**config.mk**
```make
export PLATFORM = sky130hd
export DESIGN_NAME = truth_table_sweeper
export DESIGN_NICKNAME = d
export VERILOG_FILES = /design/src/rtl/tts_pkg.sv /design/src/rtl/tts_settle_cnt.sv /design/src/rtl/truth_table_sweeper.sv
export SDC_FILE = /design/constraint.sdc
export NUM_CORES = 1
export LEC_CHECK = 0
export ABC_CLOCK_PERIOD_IN_PS = 1700
export BUFFER_PORTS_ARGS = -buffer_cell sky130_fd_sc_hd__buf_2
export CORE_UTILIZATION = 35
export DETAILED_ROUTE_END_ITERATION = 10
export SLEW_MARGIN = 15
export SYNTH_ARGS = -nofsm -noshare
export SYNTH_HDL_FRONTEND = slang
export SYNTH_SLANG_ARGS = --single-unit
```
**constraint.sdc**
```tcl
create_clock -name clk -period 1.7 [get_ports clk]
set_clock_uncertainty 0.2 [all_clocks]
set_input_delay 0.085 -clock clk [delete_from_list [all_inputs] [get_ports clk]]
set_output_delay 0.085 -clock clk [all_outputs]
set_load 0.03 [all_outputs]
```
**src/rtl/tts_pkg.sv**
```systemverilog
// Shared types and constants for the truth-table sweeper.
// Pure declarations: no latency.
// No flow control.
package tts_pkg;

  // Default circuit width and the truth-table width that follows from it
  localparam int N_IN_DFLT = 3;
  localparam int TT_W      = 2**N_IN_DFLT;

  // Settle counter width: covers SETTLE values 0..15
  localparam int SETTLE_W  = 4;

  typedef enum logic [1:0] {
    IDLE   = 2'd0,
    HOLD   = 2'd1,
    SAMPLE = 2'd2,
    CHECK  = 2'd3
  } state_t;

endpackage

```
**src/rtl/tts_settle_cnt.sv**
```systemverilog
// Loadable down-counter that times how long each input code is held.
// Load and decrement take effect at the next clock edge.
// No flow control: decrement saturates at zero.
module tts_settle_cnt
  import tts_pkg::*;
#(
  parameter int W = SETTLE_W
) (
  input  logic         clk,
  input  logic         rst,
  input  logic         load,
  input  logic [W-1:0] load_val,
  input  logic         dec,
  output logic         zero,
  output logic         last
);

  logic [W-1:0] cnt;

  // Load takes priority over decrement; the counter never wraps below zero
  always_ff @(posedge clk or posedge rst) begin
    if (rst) begin
      cnt <= '0;
    end else if (load) begin
      cnt <= load_val;
    end else if (dec && (cnt != '0)) begin
      cnt <= cnt - 1'b1;
    end
  end

  // last: the decrement happening this cycle brings the count to zero
  assign zero = (cnt == '0);
  assign last = (cnt == W'(1));

endmodule

```
**src/rtl/truth_table_sweeper.sv**
```systemverilog
// Drives every input code into a combinational circuit, samples f_in, and compares the truth table.
// Latency: 2**N_IN*(SETTLE+1)+1 cycles from accepted start to the done pulse.
// No backpressure: start is ignored while busy and in the done cycle. Optional TTS_ERR_LOG_EN adds err_idx/err_vld.
module truth_table_sweeper
  import tts_pkg::*;
#(
  parameter int N_IN   = N_IN_DFLT,
  parameter int SETTLE = 1
) (
  input  logic                 clk,
  input  logic                 rst,
  input  logic                 start,
  input  logic [2**N_IN-1:0]   exp_tt,
  input  logic                 f_in,
  output logic [N_IN-1:0]      vec_out,
  output logic                 busy,
  output logic                 done,
  output logic                 pass,
  output logic [2**N_IN-1:0]   tt_out
`ifdef TTS_ERR_LOG_EN
  ,
  output logic [N_IN-1:0]      err_idx,
  output logic                 err_vld
`endif
);

  localparam int TW = 2**N_IN;
  localparam int IW = N_IN + 1;

  localparam logic [SETTLE_W-1:0] SETTLE_V = SETTLE_W'(SETTLE);
  localparam logic [IW-1:0]       LAST_IDX = IW'(TW - 1);
  // With no settle time each code goes straight to sampling
  localparam state_t              ADV_ST   = (SETTLE == 0) ? SAMPLE : HOLD;

  state_t          state;
  state_t          state_nxt;
  logic [IW-1:0]   idx;
  logic [IW-1:0]   idx_inc;
  logic [TW-1:0]   exp_latched;

  logic            accept;
  logic            do_sample;
  logic            do_check;
  logic            cnt_load;
  logic            cnt_dec;
  logic            cnt_zero;
  logic            cnt_last;

  assign idx_inc = idx + 1'b1;

  tts_settle_cnt #(
    .W (SETTLE_W)
  ) u_settle_cnt (
    .clk      (clk),
    .rst      (rst),
    .load     (cnt_load),
    .load_val (SETTLE_V),
    .dec      (cnt_dec),
    .zero     (cnt_zero),
    .last     (cnt_last)
  );

  // State register
  always_ff @(posedge clk or posedge rst) begin
    if (rst) begin
      state <= IDLE;
    end else begin
      state <= state_nxt;
    end
  end

  // Next-state and per-state control strobes
  always_comb begin
    state_nxt = state;
    accept    = 1'b0;
    do_sample = 1'b0;
    do_check  = 1'b0;
    cnt_load  = 1'b0;
    cnt_dec   = 1'b0;
    case (state)
      IDLE: begin
        // The done cycle is spent in IDLE; a start seen then is dropped
        if (start && !done) begin
          accept    = 1'b1;
          cnt_load  = 1'b1;
          state_nxt = ADV_ST;
        end
      end
      HOLD: begin
        cnt_dec = 1'b1;
        if (cnt_last || cnt_zero) begin
          state_nxt = SAMPLE;
        end
      end
      SAMPLE: begin
        do_sample = 1'b1;
        if (idx == LAST_IDX) begin
          state_nxt = CHECK;
        end else begin
          cnt_load  = 1'b1;
          state_nxt = ADV_ST;
        end
      end
      CHECK: begin
        do_check  = 1'b1;
        state_nxt = IDLE;
      end
      default: begin
        state_nxt = IDLE;
      end
    endcase
  end

  // Datapath: code stepping, capture, and final verdict
  always_ff @(posedge clk or posedge rst) begin
    if (rst) begin
      vec_out     <= '0;
      tt_out      <= '0;
      done        <= 1'b0;
      pass        <= 1'b0;
      idx         <= '0;
      exp_latched <= '0;
    end else begin
      done <= do_check;
      if (accept) begin
        exp_latched <= exp_tt;
        idx         <= '0;
        vec_out     <= '0;
        tt_out      <= '0;
        pass        <= 1'b0;
      end
      if (do_sample) begin
        tt_out[idx[N_IN-1:0]] <= f_in;
        if (idx != LAST_IDX) begin
          idx     <= idx_inc;
          vec_out <= idx_inc[N_IN-1:0];
        end
      end
      // tt_out already holds the final sample written on the previous edge
      if (do_check) begin
        pass <= (tt_out == exp_latched);
      end
    end
  end

  // busy spans the whole sweep plus the done cycle
  assign busy = (state != IDLE) || done;

`ifdef TTS_ERR_LOG_EN
  // Record the first code whose sample disagrees with the expected table
  always_ff @(posedge clk or posedge rst) begin
    if (rst) begin
      err_idx <= '0;
      err_vld <= 1'b0;
    end else if (accept) begin
      err_idx <= '0;
      err_vld <= 1'b0;
    end else if (do_sample && !err_vld && (f_in != exp_latched[idx[N_IN-1:0]])) begin
      err_idx <= idx[N_IN-1:0];
      err_vld <= 1'b1;
    end
  end
`endif

endmodule

```
* Yosys cells after proc, flatten, opt, wreduce, memory -nomap -nowiden
Index checks and enable logic that the tools add are counted.
Operators by class: add/subtract/negate cells 2, muxes and demuxes 26, reductions and logical operators 13, order comparisons 2, equal/unequal tests 9
Operators by type and width (number):
- 4-bit two-way mux | 5
- 8-bit two-way mux | 2
- 1-bit two-way mux | 9
- 3-bit two-way mux | 3
- 8-bit bitwise mux | 1
- 8-bit == test | 1
- 2-bit one-hot mux with 4 select lines | 1
- 2-bit two-way mux | 3
- 2-bit nonzero test | 3
- 4-bit by 1-bit adder with 4-bit output, second input constant | 1
- 2-bit == test, second input constant | 2
- 4-bit by 1-bit == test with 1-bit output, second input constant | 1
- 4-bit by 3-bit == test with 1-bit output, second input constant | 1
- 4-bit logical NOT | 1
- 3-bit by 4-bit less-than comparator with 1-bit output, second input constant | 1
- 2-bit != test, second input constant | 2
- 4-bit by 3-bit != test with 1-bit output, second input constant | 1
- 4-bit nonzero test | 1
- 4-bit by 1-bit subtractor with 4-bit output, second input constant | 1
- 1-bit demux with 3-bit select | 1
- 3-bit by 1-bit >= comparator with 1-bit output, second input constant | 1
- 1-bit logical AND | 3
- 2-bit by 1-bit == test with 1-bit output, second input constant | 1
- 2-bit logical NOT | 1
- other kinds (4) | 5
Word-level totals: output and inout port bits 14, input bits 12, flip-flop bits (word level) 31, logic and storage cells 60

* Depth between registers and ports, before layout
depth after elaboration 7, depth in mapped cells 5, depth with buffers taken out 5

* Cells and area by module
A second synthesis with hierarchy kept.
Unflattened totals: cells, all modules 163, area total of the unflattened synthesis 1612.8 µm²
By module, submodules not included:
- truth_table_sweeper | times used 1, cells an instance 132, area an instance 1338.8 µm², seq. area each 675.6 µm²
- tts_settle_cnt | times used 1, cells an instance 31, area an instance 274.0 µm², seq. area each 100.1 µm²

* Worst setup path after synthesis
No wires, ideal clock.
path kind reg2reg, start register done, end register idx[0], data arrival time 1408 ps, cell stages (with the launch flop) 5, slack -50 ps, period minus slack after synthesis 1750 ps, required time 1359 ps, library setup time 141 ps, buffers on the path 1, path through dfrtp_1 -> or4b_1 -> buf_2 -> o21ai_0 -> mux2i_1
On the way: longest elaborated chain between the ends 7
Ends and longest elaborated chain:
- from (decl) | RTL line truth_table_sweeper.sv:17 | output logic done,
- from (signal assigned) | RTL line truth_table_sweeper.sv:124 | done <= do_check;
- 1-bit logical NOT (*) | RTL line truth_table_sweeper.sv:83 | if (start && !done) begin
- 1-bit logical AND (*) | RTL line truth_table_sweeper.sv:83
- 1-bit two-way mux (*) | RTL line truth_table_sweeper.sv:83
- 1-bit two-way mux (*) | RTL line truth_table_sweeper.sv:80 | case (state)
- 4-bit two-way mux (*) | RTL line truth_table_sweeper.sv:125 | if (accept) begin
- 4-bit two-way mux | RTL line truth_table_sweeper.sv:134 | if (idx != LAST_IDX) begin
- 4-bit two-way mux (*) | RTL line truth_table_sweeper.sv:132 | if (do_sample) begin
- to (signal assigned) | RTL line truth_table_sweeper.sv:135 | idx <= idx_inc;
- to (decl) | RTL line truth_table_sweeper.sv:37 | logic [IW-1:0] idx;
Mark *: on every way between the ends. The rest lies on a longest branch, timed or not. A chain may end at the register's enable or synchronous reset.

* Worst setup path after layout
start register u_settle_cnt.cnt[0], end register u_settle_cnt.cnt[3]
On the way: longest elaborated chain between the ends 3, elaborated cells between the ends (all ways) 6, those cells by class add/sub (1); mux (2); reduce/logical (3)
Ends and longest elaborated chain:
- from (decl) | RTL line tts_settle_cnt.sv:18 | logic [W-1:0] cnt;
- from (signal assigned) | RTL line tts_settle_cnt.sv:25 | cnt <= load_val;
- from (signal assigned) | RTL line tts_settle_cnt.sv:27 | cnt <= cnt - 1'b1;
- 4-bit by 1-bit subtractor with 4-bit output or 4-bit nonzero test (tied branches) | RTL line tts_settle_cnt.sv:27, tts_settle_cnt.sv:26
- 4-bit two-way mux or 1-bit logical AND (tied branches) | RTL line tts_settle_cnt.sv:26 | end else if (dec && (cnt != '0)) begin
- 4-bit two-way mux or 2-bit nonzero test (tied branches)
Several ways; a longest one is shown, not always the timed one. The select of a mux whose other input is x is not followed.

==> impl_metrics.csv <==
group,metric,value,unit
worst_setup_path,cp_cell_sequence,"buf_6 > or3_4 > or4_4 > a21oi_2",
routing,dr.first_iter.drc_count,46,
power,seqPwrFrac,33.2,%
synthesis,synthMostInstantiatedCell,"nand2_1",
synthesis,synth_commonest_cells,"33 x nand2_1, 31 x dfrtp_1, 8 x xnor2_1, 7 x mux2i_1, 7 x o21ai_0",
sta,max_clock_freq,577,MHz
sta,rsz0062_at_grt,"yes",
finish,drive_above_1_share,34.1,%
synthesis,synthFlopType,"dfrtp_1",
cts,clk_path_buf_depth,2,
worst_setup_path,reg2reg_slack,-0.03,ns
cts,cts_buffers,5,
power,peakVddDrop,0.000776,V
synthesis,synth_area,1590,um2
die,io_pins,26,
sta,finalWorstSetupSlack,-0.0332,ns
worst_setup_path,r2r_start,"u_settle_cnt.cnt[0]",
worst_setup_path,cpMaxStageDelayCell,"or4_4",
global_routing,gr-usage-all-layers,15.8,%
placed_design,dpl.hpwl,2570,um
routing,drc_errors,0,
placed_design,placed_cell_area,1860,um2
worst_setup_path,crit_cells,4,
routing,vias_per_cell,5.08,
cts,cts_sinks,31,
worst_setup_path,path_class,"register to register",
synthesis,synth_edf_count,0,
placed_design,io_buffers,25,
worst_setup_path,rr_endpoint,"u_settle_cnt.cnt[3]",
global_routing,grt_overflow_total,0,
worst_setup_path,worst_setup_path_end_kind,"register",
worst_setup_path,cp.arrival,1.75,ns
power,p_int,0.00216,W
synthesis,syn-num-nets,176,
sta,setup_viol,2,
worst_setup_path,setup.worst_path.end,"u_settle_cnt.cnt[3]",
synthesis,synth_top_area_share,48.9,%
die,dieArea,4800,um2
sta,tightest_slew,0.397,ns
worst_setup_path,cp_max_fo,3,
worst_setup_path,cp_top_family,"simple AND/OR/NAND/NOR gates",
power,clkPwrFrac,21.7,%
routing,wl_per_cell,13.3,um
power,powerDensity,1570,nW/um2
finish,syn2layout_area_growth,38.0,%
synthesis,netlist_instances,160,
global_routing,grt_pass1_vias,1331,
power,switching_share,37.3,%
flow_run,maxCapViolations,0,
outcome,violations,"negative setup slack",
synthesis,ys_ff_latch,31,
die,row_count,24,
outcome,outcome,"finished, violations left",
routing,ant_nets,0,
die,die_w,69.3,um
worst_setup_path,cp_num_buf_inv,1,
global_routing,antenna_found_initial,0,
synthesis,yosys_warnings,0,
min_path,hold_path_class,"input port to register",
synthesis,synth_cell_type_count,42,
die,floorplan.initialDensity,36.4,%
global_routing,grt_pass1_wl,6010,um
power,total_power,0.00344,W
worst_setup_path,max_stage_delay,0.49,ns
sta,setup_tns,-0.0340,ns
finish,finalNonFillerCells,266,
cts,clk_pin_slew_worst_paths,0.06,ns
worst_setup_path,r2r_cells,4,
placed_design,dp_cells,246,
power,p_comb_share,45.1,%
die,fp.coreArea,4350,um2
synthesis,synth_area_leaders,"dfrtp_1 49%, nand2_1 7.8%, mux2i_1 4.4%",
worst_setup_path,startpoint_type,"register",
worst_setup_path,worstSetupStartpoint,"u_settle_cnt.cnt[0]",
finish,insertedDiodeCount,0,
sta,period_needed,1.73,ns
die,fp.dieH,69.3,um
sta,hold_viol_final,0,
sta,maxSlewViolCount,0,
cts,h-tree-depth,2,
finish,fin_nets,229,
power,p_switching,0.00128,W
worst_setup_path,crit_required,1.71,ns
routing,drt-total-wl,3540,um
global_routing,grt_max_degree,32,
routing,dr.pass1.iters,4,
cts,tritoncts,"yes",
power,leakagePower,1.06,nW
sta,fin_crit_sh,102,%
synthesis,synthArstFlopShare,100,%
synthesis,synth-seq-area-share,48.9,%
placed_design,gp_congestion,0.798,
sta,slew-limit-headroom,73.6,%
routing,vias,1350,
cts,clkLatencyLatePin,0.29,ns
synthesis,syn_area_per_cell,9.91,um2
finish,stdcell_area,2190,um2
synthesis,synth_top_area_cell,"dfrtp_1",
cts,clock-root-buffer,"clkbuf_8",
[cells in the final DEF, fill, tap and decap left out, types with 3 or more instances in the layout]
master	Yosys	layout
nand2_1	33	29
ha_1	4	4
a22o_1	3	3
inv_1	6	5
dlygate4sd3_1	0	10
or3_1	4	3
buf_2	3	25
nor2_1	5	5
clkbuf_8	0	6
nand2_2	0	4
buf_6	1	4
buf_4	0	15
dfrtp_1	31	29
xnor2_1	8	8
o21ai_0	7	6
nand3_1	4	4
mux2i_1	7	7
[worst min-delay path: stages]
cell,delay [ns]
buf_2,0.10
nor2b_1,0.12
o21bai_1,0.09
o21ai_0,0.07
[metal layers]
metal | GRT usage (%) | up-vias | part of all wire, % | routed length, um
met5 | 0 | - | 0 | 0
met4 | 6.12 | 0 | 1.1 | 38
li1 | - | 668 | - | -
met2 | 27.5 | 31 | 49 | 1720
met3 | 3.49 | 6 | 4.4 | 156
met1 | 19.0 | 645 | 46 | 1630
[kinds of logic after synthesis]
group / share of synthesized area [%]
adders and majority gates: 3.16
DFF: 48.9
xor gates and xnor gates: 4.42
AOI/OAI and AO/OA: 12.0
and+or+nand+nor: 23.0
muxes: 4.42
buffers and inverters: 4.10
[cell type report]
class	count	area, um2
clock buffer	6	82.6
multi-input combinational	115	822
clock inverter	2	35.0
sequential	31	778
timing repair buffer	54	383
tap	52	65.1
fill	394	2170
inverter	6	22.5
[metrics by stage]
| step | hold WS [ns] | utilization, % | setup slack, ns |
|---|---|---|---|
| 2_1_floorplan | -0.0116 | - | 0.00347 |
| 3_3_place_gp | -0.0185 | 42.8 | -0.0205 |
| 3_5_place_dp | -0.0167 | 42.8 | -0.0774 |
| 4_1_cts | 0.0264 | 48.6 | -0.0180 |
| 5_1_grt | 0.0707 | 50.3 | -0.0831 |
| 6_report | 0.0249 | 50.3 | -0.0332 |
[worst min-delay path by stage]
stage,from,to,slack [ns],depth (start not counted)
after floorplan,rst,exp_latched[0],-0.01,1
after global placement,rst,exp_latched[7],-0.02,3
after detailed placement,rst,pass,-0.02,3
after CTS,start,state[0],0.03,4
after global routing,start,state[0],0.07,4
final,start,state[0],0.02,4
[power by group through the flow]
stage / logic [W] / clock network [W] / registers (W)
after floorplan: 0.000842 / 0 / 0.00122
after global placement: 0.00132 / 0 / 0.00113
after detailed placement: 0.00136 / 0 / 0.00114
after CTS: 0.00146 / 0.000766 / 0.00113
after global routing: 0.00173 / 0.000806 / 0.00117
final: 0.00155 / 0.000747 / 0.00114
[registers in the layout, summed over array words and instances (netlist names)]
register	flops
vec_out	3
tt_out	8
state	2
u_settle_cnt.cnt	4
pass	1
idx	4
done	1
exp_latched	8
[timing repair]
action	in CTS	in global routing
buffers inserted	2	0
hold endpoints to repair	45	0
resized for setup	4	20
setup endpoints to repair	9	23
hold buffers	10	0
pin swaps	1	4
Power figures use the tool's default switching activity.
